$ cat config.mk
export PLATFORM = sky130hd
export DESIGN_NAME = seq_detect_gen
export DESIGN_NICKNAME = d
export VERILOG_FILES = /design/src/rtl/seq_detect_gen.sv
export SDC_FILE = /design/constraint.sdc
export NUM_CORES = 1
export LEC_CHECK = 0
export CORE_ASPECT_RATIO = 0.5
export CORE_MARGIN = 1
export CORE_UTILIZATION = 35
export DETAILED_ROUTE_END_ITERATION = 7
export DONT_BUFFER_PORTS = 1
export PLACE_DENSITY_LB_ADDON = 0.2
export SETUP_SLACK_MARGIN = 0.4
export SLEW_MARGIN = 20
export SYNTH_ARGS = -nofsm -noshare
export SYNTH_HDL_FRONTEND = slang
export SYNTH_SLANG_ARGS = --single-unit
$ cat constraint.sdc
create_clock -name clk -period 3.19 [get_ports clk]
set_clock_uncertainty 0.05 [all_clocks]
set_input_delay 0.4785 -clock clk [delete_from_list [all_inputs] [get_ports clk]]
set_output_delay 0.4785 -clock clk [all_outputs]
set_load 0.02 [all_outputs]
$ cat src/rtl/seq_detect_gen.sv
// Serial pattern detector with tick prescaler, modulo-10 match counter and
// 7-segment readout. History is a shift register gated by a fill counter.
module seq_detect_gen #(
    parameter int unsigned        PAT_LEN  = 4,
    parameter logic [PAT_LEN-1:0] PATTERN  = 4'b0011,
    parameter bit                 OVERLAP  = 1'b1,
    parameter int unsigned        TICK_DIV = 20000000
) (
    input  logic       clk,
    input  logic       rst_n,
    input  logic       x,
    output logic       y,
    output logic [3:0] digit,
    output logic [6:0] seg,
    output logic       blinkled
);

    localparam int unsigned DIV_W  = (TICK_DIV > 1) ? $clog2(TICK_DIV) : 1;
    localparam int unsigned HIST_W = PAT_LEN - 1;
    localparam int unsigned FILL_W = (PAT_LEN > 2) ? $clog2(PAT_LEN) : 1;

    localparam logic [DIV_W-1:0]  DIV_MAX  = DIV_W'(TICK_DIV - 1);
    localparam logic [FILL_W-1:0] FILL_MAX = FILL_W'(PAT_LEN - 1);

    logic [DIV_W-1:0]   div_cnt_q, div_cnt_d;
    logic [HIST_W-1:0]  hist_q,    hist_d;
    logic [FILL_W-1:0]  fill_q,    fill_d;
    logic               y_q,       y_d;
    logic [3:0]         digit_q,   digit_d;
    logic               blink_q,   blink_d;

    logic               tick_c;
    logic [PAT_LEN-1:0] win_c;
    logic               hit_c;

    // A hit needs a full window of genuinely sampled bits, so stale zeros never match.
    always_comb begin
        tick_c = (div_cnt_q == DIV_MAX);
        win_c  = {hist_q, x};
        hit_c  = (fill_q == FILL_MAX) && (win_c == PATTERN);
    end

    always_comb begin
        div_cnt_d = tick_c ? '0 : div_cnt_q + DIV_W'(1);
        hist_d    = hist_q;
        fill_d    = fill_q;
        y_d       = y_q;
        digit_d   = digit_q;
        blink_d   = blink_q;

        if (tick_c) begin
            y_d     = hit_c;
            blink_d = ~blink_q;

            if (hit_c && (OVERLAP == 1'b0)) begin
                hist_d = '0;
                fill_d = '0;
            end else begin
                hist_d = win_c[PAT_LEN-2:0];
                fill_d = (fill_q == FILL_MAX) ? FILL_MAX : fill_q + FILL_W'(1);
            end

            if (hit_c) begin
                digit_d = (digit_q == 4'd9) ? 4'd0 : digit_q + 4'd1;
            end
        end
    end

    always_ff @(posedge clk or negedge rst_n) begin
        if (!rst_n) begin
            div_cnt_q <= '0;
            hist_q    <= '0;
            fill_q    <= '0;
            y_q       <= 1'b0;
            digit_q   <= 4'd0;
            blink_q   <= 1'b0;
        end else begin
            div_cnt_q <= div_cnt_d;
            hist_q    <= hist_d;
            fill_q    <= fill_d;
            y_q       <= y_d;
            digit_q   <= digit_d;
            blink_q   <= blink_d;
        end
    end

    // Segment order a..g on seg[6]..seg[0]; unused codes show a dash.
    always_comb begin
        case (digit_q)
            4'd0:    seg = 7'b1111110;
            4'd1:    seg = 7'b0110000;
            4'd2:    seg = 7'b1101101;
            4'd3:    seg = 7'b1111001;
            4'd4:    seg = 7'b0110011;
            4'd5:    seg = 7'b1011011;
            4'd6:    seg = 7'b1011111;
            4'd7:    seg = 7'b1110000;
            4'd8:    seg = 7'b1111111;
            4'd9:    seg = 7'b1111011;
            default: seg = 7'b0000001;
        endcase
    end

    assign y        = y_q;
    assign digit    = digit_q;
    assign blinkled = blink_q;

endmodule

# --- Word level (Yosys, flattened, before mapping) ---
# Memory sizes are Yosys's and may differ from the RTL's.
# Cells that the tools add are included.
word_totals:
  inputBits: 3
  romBits: 112
  mem_count: 1
  output_inout_bits: 13
  register_bits: 36
memory_table:
  columns: ["memory", "depth", "word_bits", "read_ports", "rd_ports_with_merged_regs", "wr", "line", "source"]
  rows:
  - ["(no name shown)", 16, 7, 1, 0, 0, "89", "case (digit_q)"]
op_classes:
  n_bitwise: 1
  n_reduce_logical: 2
  mux: 3
  eq_ne: 4
  n_addsub: 3
op_table:
  columns: ["op", "count"]
  rows:
  - ["adder 25 x 1 -> 25 bit, second input constant", 1]
  - ["equality test 25 bit, second input constant", 1]
  - ["two-way mux 25 bit", 1]
  - ["adder 4 x 1 -> 4 bit, second input constant", 1]
  - ["equality test 4 x 2 -> 1 bit, second input constant", 1]
  - ["equality test 4 bit, second input constant", 1]
  - ["two-way mux 4 bit", 1]
  - ["adder 2 x 1 -> 2 bit, second input constant", 1]
  - ["equality test 2 bit, second input constant", 1]
  - ["two-way mux 2 bit", 1]
  - ["AND reduction 2 bit", 1]
  - ["logical AND 1 bit", 1]
  - ["inverter 1 bit", 1]

# --- Depth between registers and ports, before layout ---
# Gate-level depths: netlist of the first run.
logic_depth:
  word_depth: 3
  depth_mapped: 6
  depth_no_buf: 6

# --- Worst setup path before layout of the first run ---
# No wires, ideal clock.
synth_timing:
  path_kind: "flip-flop to output port"
  from: "register digit_q[1] (netlist: digit[1])"
  to: "output port seg[5]"
  n_path_buf: 0
  stages_incl_launch_ff: 4
  arrival_time_ns: 1.538
  slack_ns: 1.124
  path_cell_list: "dfrtp_1 > inv_1 > ha_1 > o21ai_0"
synth_between:
  elab_chain_len: 1
synth_rtl:
  columns: ["item", "line", "source"]
  rows:
  - ["start, declared", "29", "logic [3:0] digit_q, digit_d;"]
  - ["start signal, assigned", "82", "digit_q <= digit_d;"]
  - ["memory (16 x 7 bit)", null, null]
  - ["end, declared", "14", "output logic [6:0] seg,"]
# No other way between the ends.

# --- Final worst setup path of the first run ---
# Ends and elaborated chain as after synthesis.

==> flow_summary.toml, run 1 <==
[synth]
ys.flop_type = "dfrtp_1"
synth_xor_area_share_pct = 8.49
yosysSeqAreaShare_pct = 45.9
ys_types = 41
avgSynthCellArea_um2 = 10.4
synth-seq-cells = 36
synth-async-reset-ratio_pct = 100
synth_top_family_by_area = "simple AND/OR/NAND/NOR gates"
synthAdderAreaFrac_pct = 5.11
synthesis.nets = 200
synthMuxAreaShare_pct = 6.51
syn_area_um2 = 1960
syn_inst = 189
synth_compound_area_share_pct = 6.25
ys_warn_count = 0
synth_edf_count = 0
synthSimpleGateAreaFrac_pct = 24.6

[routing]
first_pass_iters = 4
drt_iter0_markers = 45
drt-total-wl_mm = 3.81
wl_per_cell_um = 14.4
drc = 0
final_antenna_net_count = 0
vias = 1386
post_drt_via_cell_ratio = 5.25

[critical_path]
reg2reg_from = "div_cnt_q[0]"
cp-start-kind = "register"
arrival_ns = 2.04
critPathMaxFanout = 9
crit_required_ns = 2.66
crit_start = "digit[1]"
crit_chain = "inv_1 -> ha_1 -> o21ai_0"
cpPeakStageDelay_ns = 0.62
path_class = "reg -> out"
r2r_slack_ns = 0.88
slowest_stage = "dfrtp_1"
r2r_cells = 5
end_kind = "output port"
worstReg2RegEnd = "hist_q[2]"

[clock_network]
clock_sinks = 36
cts_max_level = 2
cts_setup_buffers = 0
cts_resized = 0
cts_tree = "done"
numCtsBuffers = 5
clock_path_buffers = 2
insertion_delay_ns = 0.29
cts.clk_slew.worst_paths_ns = 0.07
root_buffer = "clkbuf_8"

[placement]
dpl.cell_count = 255
place.gp.congestion = 0.802
dp_hpwl_mm = 2.69
portBuffers = 0

[finish]
area_delta_synth_final_pct = 8.93
diodes = 0
finalNetCount = 205
fill_cells = 481
multi_input_area_um2 = 998
fin_util_pct = 41.4
drive_gt1_share_pct = 10.3
ff_latch_area_um2 = 901
post_layout_nonfiller_instances = 264

[grt]
grt_use_total_pct = 14.8
antenna_found_initial = 0
grt.overflow.total = 0
grt_pass1_wl_mm = 6.47
grt_pass1_vias = 1350
grt_max_degree = 37

[power_and_ir_drop]
powerDensity_nw_per_um2 = 363
p_total_w = 0.000774
p_leak_nw = 0.926
peakVddDrop_uv = 136

[sta]
setup_violations = 0
worst_pin_slew_ns = 0.742
final-hold-violation-count = 0
fin_crit_sh_pct = 80.6
drv_slew = 0
rsz0062_at_grt = "no"
fin_setup_tns_ns = 0
slew-limit-headroom_pct = 50.4
holdWs_ns = 0.293
period_needed_ns = 2.57
fmax_ghz = 0.389

[floorplan]
die_h_um = 54.9
design.core.area_um2 = 5160
io_pins = 16
rows = 18
die_area_um2 = 5920
die_w_um = 108
initial_core_util_pct = 38.0

[worst_hold_path]
hp-class = "in -> reg"
worstHoldPathCells = 1
whs_endpoint = "hist_q[0]"
min-delay-start = "x"

[status]
status = "finished clean"

[job]
drv_cap = 0
[cell usage after synthesis, types with 2 or more instances]
| master | instances | share of area (%) |
|---|---|---|
| dfrtp_1 | 36 | 46 |
| nand2_1 | 14 | 2.7 |
| nor2_1 | 14 | 2.7 |
| nand3_1 | 10 | 2.6 |
| nor3_1 | 10 | 2.6 |
| xnor2_1 | 10 | 4.5 |
| inv_1 | 9 | 1.7 |
| nand4_1 | 9 | 2.9 |
| o21ai_0 | 9 | 2.3 |
| xor2_1 | 9 | 4.0 |
| ha_1 | 8 | 5.1 |
| mux2i_1 | 6 | 3.1 |
| mux2_2 | 5 | 2.9 |
| and4_1 | 4 | 1.8 |
| a21oi_1 | 3 | 0.77 |
| clkbuf_1 | 3 | 0.57 |
| nor2b_1 | 2 | 0.64 |
| nor4_1 | 2 | 0.64 |
| nor4b_1 | 2 | 0.89 |
| o221ai_1 | 2 | 0.89 |
| o22ai_1 | 2 | 0.64 |
[state kept, by name (all words and copies together), names as in the netlist]
register   flops
blinkled       1
div_cnt_q     25
digit          4
y              1
fill_q         2
hist_q         3
[cell type report]
class / count / area share, %
repair buffers: 3 / 1.76
inverters: 9 / 1.58
multi-input cells: 139 / 46.7
clock inverters: 1 / 0.234
well taps: 70 / 4.10
flip-flops and latches: 36 / 42.2
clock buffers: 6 / 3.40
[routing by layer]
metal	GRT usage, %	vias to the layer above	part of all wire [%]	wire length (um)
met1	19.8	673	54	2060
met4	5.48	0	1.3	50
met2	23.0	23	41	1550
li1	-	682	-	-
met5	0	-	0	0
met3	4.68	8	3.8	143
[power by group]
part	switching (W)	total [W]	leakage, nW	internal [W]
Combinational	0.00000913	0.0000125	0.412	0.00000337
Sequential	0	0.000456	0.473	0.000456
Clock	0.000157	0.000306	0.0410	0.000148
[stage by stage]
step                worst slack [ns]  instance area [um2]
floorplan                       1.12                 1960
global placement               0.970                 2030
detailed placement             0.873                 2030
CTS                            0.621                 2140
global route                   0.530                 2140
finish                         0.619                 2140
[repair_timing]
action	CTS	global route
hold endpoints to repair	36	0
hold buffers	2	0
endpoints found under the setup margin	0	0
[cell usage in the layout (no fill, tap or decap), drive strengths merged, types with 2 or more instances in the layout]
| master | count |
|---|---|
| nand2 | 14 |
| nand4 | 10 |
| o22ai | 2 |
| o221ai | 2 |
| buf | 2 |
| nor2b | 2 |
| clkbuf | 6 |
| mux2 | 6 |
| nor3 | 10 |
| and4 | 5 |
| mux2i | 6 |
| nor4b | 4 |
| ha | 8 |
| o21ai | 9 |
| nor2 | 14 |
| dfrtp | 36 |
| nor4 | 3 |
| xor2 | 9 |
| a21oi | 3 |
| xnor2 | 10 |
| nand3 | 11 |
| inv | 9 |
[worst max-delay path by stage]
stage,end,slack [ns],cells past startpoint
2_1_floorplan,seg[5],1.12,3
3_3_place_gp,seg[5],0.97,3
3_5_place_dp,hist_q[2],0.87,5
4_1_cts,seg[5],0.62,3
5_1_grt,seg[5],0.53,3
6_report,seg[5],0.62,3
[worst max-delay path: cells and delay by family, from the launching register on]
kind / cells / cell delay (ns)
DFF: 1 / 0.62
AOI/OAI and AO/OA: 1 / 0.54
adders and majority gates: 1 / 0.35
buffers and inverters: 1 / 0.26
[cell families after synthesis]
family,count (synthesis)
compound gates,20
xor+xnor,19
fa+ha+maj,8
buf+inv,14
flops,36
mux,12
simple gates,80
(Power assumes the default switching activity.)
==> run 2, diff against run 1 <==
==> constraint.sdc (replaced) <==
create_clock -name clk -period 2.5 [get_ports clk]
set_clock_uncertainty 0.05 [all_clocks]
set_input_delay 0.375 -clock clk [delete_from_list [all_inputs] [get_ports clk]]
set_output_delay 0.375 -clock clk [all_outputs]
set_load 0.02 [all_outputs]
==> run 2 against run 1 <==
Sequential share of layout area is 1.6 points lower. Design area is 4.5% higher. Die area stayed put. Sequential cell count stayed put. Count of clock-buffer cells in the layout stayed put. Worst hold slack worse by 0.097 ns. Power is 27% higher. Combinational power is 26% higher. Worst setup slack worse by 0.18 ns. Cell count is 3.0% higher. Wire length is 0.63% higher. Highest routed layer unchanged.
==> flow_summary.toml, run 2 (synthesis results as in run 1) <==
[sta]
slew-limit-headroom_pct = 71.6
worst_pin_slew_ns = 0.420
final-hold-violation-count = 0
rsz0062_at_grt = "yes"
fmax_ghz = 0.486
period_needed_ns = 2.06
drv_slew = 0
fin_crit_sh_pct = 82.4
setup_violations = 0
fin_setup_tns_ns = 0

[critical_path]
end_kind = "output port"
reg2reg_from = "div_cnt_q[0]"
arrival_ns = 1.63
crit_required_ns = 2.08
cp-start-kind = "register"
crit_start = "digit[1]"
r2r_slack_ns = 0.52
critPathMaxFanout = 7
path_class = "reg -> out"

[routing]
drc = 0
drt_iter0_markers = 74
vias = 1446
drt-total-wl_mm = 3.83
final_antenna_net_count = 0
wl_per_cell_um = 14.1
first_pass_iters = 4
post_drt_via_cell_ratio = 5.32

[power_and_ir_drop]
share_seq_of_total_power_pct = 59.3
combPwrFrac_pct = 1.6
power.internal_w = 0.000776
p_leak_nw = 0.952
powerDensity_nw_per_um2 = 440
power.share.clock_pct = 39.1
swShare_pct = 21.0
peakVddDrop_uv = 167
p_sw_w = 0.000206

[finish]
layout_commonest_cell = "dfrtp_1"
fill_cells = 508
final_cell_mix = "dfrtp_1 (32), nor2_1 (14), nand2_1 (13)"
diodes = 0
finalNetCount = 213
drive_gt1_share_pct = 18.8
post_layout_nonfiller_instances = 272
regMostFlops = "div_cnt_q"
fin_util_pct = 43.3
multi_input_area_um2 = 1020
fin_area_um2 = 2230
ff_latch_area_um2 = 906
area_delta_synth_final_pct = 13.8
largest_reg_flops = 25

[grt]
grt_pass1_vias = 1353
grt.overflow.total = 0
grt_use_total_pct = 14.9
grt_pass1_wl_mm = 6.62
grt_max_degree = 37
antenna_found_initial = 0

[floorplan]
die_area_um2 = 5920
design.core.area_um2 = 5160
io_pins = 16
rows = 18
die_w_um = 108
die_h_um = 54.9
initial_core_util_pct = 38.0

[worst_hold_path]
hp-class = "in -> reg"
min-delay-start = "x"

[placement]
place.gp.congestion = 0.789
dpl.cell_count = 257
place_area_um2 = 2040
portBuffers = 0
dp_hpwl_mm = 2.62

[clock_network]
clock_sinks = 36
insertion_delay_ns = 0.28
numCtsBuffers = 5
cts.clk_slew.worst_paths_ns = 0.07
root_buffer = "clkbuf_8"
cts_tree = "done"
clock_path_buffers = 2
cts_max_level = 2

[status]
status = "finished clean"

[job]
drv_cap = 0
[run 2: cell count changes in the layout (fill, tap and decap cells not counted), sizes merged]
cell          change
buf               +7
clkinvlp          +1
dlymetal6s2s      +1
inv               -1
[run 2: routing by layer]
layer / GRT usage, % / share of wire (%) / wire, um
met2: 23.0 / 42 / 1620
met3: 4.22 / 3.8 / 146
met4: 4.79 / 0.50 / 19
met5: 0 / 0 / 0
met1: 20.6 / 53 / 2040
[run 2: critical path, cell delays in order, from the launching register on]
cell and delay, ns:
dfrtp_2 0.51, clkinvlp_4 0.20, buf_6 0.15, ha_1 0.19, mux2i_1 0.17, o22ai_2 0.14
[run 2: worst paths after layout]
check                            endpoint  depth (start not counted)
worst max-delay path               seg[1]                          5
worst min-delay path            hist_q[0]                          1
worst max register to register   digit[2]                          5
worst min register to register  fill_q[1]                          1
max in group asynchronous        digit[2]                          2
min in group asynchronous        blinkled                          2
[run 2: power by group through the flow]
stage	Sequential, W	Clock (W)	Combinational (W)
floorplan	0.000593	0	0.0000000132
global placement	0.000593	0	0.0000000132
detailed placement	0.000593	0	0.0000000132
CTS	0.000582	0.000403	0.0000171
global route	0.000582	0.000425	0.0000188
finish	0.000582	0.000384	0.0000158
[run 2: layout make-up]
type	instances	share of cell area, %
clock buffer	6	3.25
clock inverter	1	0.224
inverter	9	1.68
multi-input combinational	139	45.5
sequential	36	40.6
tap	70	3.93
timing repair buffer	11	4.77
[run 2: per-stage QoR]
| step | setup WS (ns) | hold WS, ns | total power [W] |
|---|---|---|---|
| final | 0.441 | 0.196 | 0.000982 |
| after detailed placement | 0.479 | 0.0301 | 0.000593 |
| after global placement | 0.529 | 0.0302 | 0.000593 |
| after global routing | 0.382 | 0.179 | 0.00103 |
| after CTS | 0.351 | 0.185 | 0.00100 |
| after floorplan | 0.537 | 0.0294 | 0.000594 |
[run 2: repair_timing]
action	CTS	global route
setup endpoints to repair	4	6
endpoints found under the hold margin	36	0
pin swaps	0	1
buffers inserted	0	6
hold buffers	2	0
gates resized for setup	3	11
==> RTL edit: new RTL, flow settings as in run 2 <==
Change the parameter `OVERLAP` from 1'b1 to 1'b0.
--- a/src/rtl/seq_detect_gen.sv
+++ b/src/rtl/seq_detect_gen.sv
@@ -4,5 +4,5 @@
     parameter int unsigned        PAT_LEN  = 4,
     parameter logic [PAT_LEN-1:0] PATTERN  = 4'b0011,
-    parameter bit                 OVERLAP  = 1'b1,
+    parameter bit                 OVERLAP  = 1'b0,
     parameter int unsigned        TICK_DIV = 20000000
 ) (
Function: no difference found for any inputs over 10 cycles, from zero or initial values and one cycle with rst_n low; that may be too few to reach the edited logic, so the function may still have changed.
==> RTL edit against run 2 <==
  * Global-route usage grew 0.24 points
  * Wire length grew 6.5%
  * Sequential cell count is the same
  * Sequential share of layout area shrank 2.3 points
  * Setup slack gained 0.027 ns
  * Cell count grew 4.4%
  * Maximum frequency grew 1.3%
  * Area after synthesis grew 3.8%
  * Final area grew 5.7%
  * Power grew 33%
  * Critical endpoint is now seg[3]
  * Largest power group is now the clock network
==> RTL edit: results (changes against run 2) <==
vias after detailed routing = 1,525 (+5.5%)
routability congestion estimate from global placement = 0.744 (-5.7%)
Critical Path Fanout Max = 8 (+1)
global routing usage summed across all routing layers = 15.2% (+0.24 points)
reg2reg setup slack = 0.48 ns (-0.04 ns)
switching portion of total power = 19.2% (-1.9 points)
PortBufs = 0 (unchanged)
Reg with most FFs = div_cnt_q
first-pass GRT wire length = 7110 µm (+7.4%)
sum of routed wire length over all layers = 4080 µm (+6.5%)
fill cell instance count of the final layout = 531 (+4.5%)
iteration-0 DRC count of the detailed router = 74 (unchanged)
total leakage power = 1.02 nW (+6.9%)
estimated wirelength of the detail-placed design = 2840 µm (+8.5%)
TritonCTS Buffers = 5 (unchanged)
run status = complete, no violations
number of pins exceeding their max-slew limit in the final report = 0 (unchanged)
clk buf depth = 2 (unchanged)
most area-consuming cells after synthesis = dfrtp_1, ha_1, xnor2_1
YS warnings = 0 (unchanged)
endpoint arrival time on the critical path = 1.61 ns (-0.02 ns)
net count after synthesis = 210 (+5.0%)
adder-cell share of the synthesized area = 4.92% (-0.19 points)
clock tree root buffer cell = clkbuf_16
class of the worst hold path = input port to register
dominant register cell in the synthesized netlist = dfrtp_1
portion of netlist area occupied by mux cells = 3.69% (-2.8 points)
measured slew at the worst slew-check pin = 0.509 ns (+0.0894 ns)
XOR/XNOR Fraction of Synth Area = 8.18% (-0.31 points)
number of synthesized flops with an enable pin = 0 (unchanged)
fraction of layout cells with a size suffix above 1 = 19.4% (+0.62 points)
compound-cell area share of the yosys netlist = 8.49% (+2.2 points)
number of global-route vias before repair = 1,510 (+12%)
maximum ir drop on the vdd rail = 0.247 mV (+47%)
worst skew pair latency = 0.28 ns (about the same)
share of async-settable or async-resettable flops after synthesis = 100% (unchanged)
nets = 221 (+3.8%)
leading cell types by count after synthesis = dfrtp_1, nand3_1, nor2_1
Clock transition at path regs = 0.06 ns
initial antenna violation count = 0 (unchanged)
length of the first detailed-routing pass in iterations = 4 (unchanged)
ant diodes = 0 (unchanged)
deepest level of the CTS H-tree = 2 (unchanged)
Seq/Total Area, Yosys = 44.3% (-1.7 points)
number of flip-flops under the largest register name = 25 (unchanged)
count of cell types in the netlist = 45 (+9.8%)
-- RTL edit: cells by family (layout without fill, tap and decap cells) --
family / Yosys count / after routing
AOI/OAI and AO/OA: 29 / 29
adders and majority gates: 8 / 8
and+or+nand+nor: 81 / 81
muxes: 7 / 7
DFF: 36 / 36
xor gates and xnor gates: 19 / 19
buffers and inverters: 19 / 31
-- RTL edit: worst max-delay path, cell delays in order (launching register included) --
cell	delay [ns]
dfrtp_2	0.51
inv_2	0.10
ha_1	0.33
a21oi_1	0.14
o21ai_1	0.07
buf_4	0.17
-- RTL edit: final timing paths --
kind | end | cells past startpoint | from
worst max-delay path | seg[3] | 5 | digit[0]
worst min-delay path | hist_q[0] | 2 | x
worst max register to register | digit[3] | 5 | div_cnt_q[12]
worst min register to register | div_cnt_q[0] | 1 | div_cnt_q[0]
max in group asynchronous | digit[0] | 2 | rst_n
min in group asynchronous | div_cnt_q[20] | 2 | rst_n
-- RTL edit: layout make-up --
class | count | area (µm²) | share of cell area, %
repair buffers | 12 | 105 | 4.46
clock buffers | 5 | 125 | 5.31
multi-input cells | 144 | 1050 | 44.4
clock inverters | 3 | 42.5 | 1.80
flip-flops and latches | 36 | 903 | 38.3
inverters | 11 | 43.8 | 1.86
well taps | 73 | 91.3 | 3.87
-- RTL edit: per-stage QoR --
stage	hold slack [ns]	worst slack [ns]	utilization, %	cell area (µm²)	instances
3_5_place_dp	0.0313	0.393	38.2	2120	271
3_3_place_gp	0.0311	0.419	38.2	2120	271
5_1_grt	0.186	0.362	42.6	2360	284
2_1_floorplan	0.0294	0.451	-	2030	199
4_1_cts	0.175	0.402	42.1	2330	282
6_report	0.178	0.468	42.6	2360	284
-- RTL edit: what timing repair did --
action	4_1_cts	5_1_grt
hold buffers	2	0
endpoints found under the setup margin	5	6
pin swaps	1	1
buffers inserted	1	2
hold endpoints to repair	36	0
gates resized for setup	6	5
gates cloned	0	0
-- RTL edit: power by group through the flow --
stage	Combinational (mW)	Sequential, mW	Clock, mW
floorplan	0.000586	0.593	0
global placement	0.000620	0.593	0
detailed placement	0.000614	0.593	0
CTS	0.0179	0.583	0.722
global route	0.0194	0.582	0.760
finish	0.0163	0.583	0.706
-- RTL edit: metal layers --
layer  global-route usage (%)  up-vias  share of wire, %
li1                         -      743                 -
met1                     22.2      745                51
met4                     4.57        0              0.76
met5                        0        -                 0
met3                     4.68        4               4.9
met2                     21.3       33                43
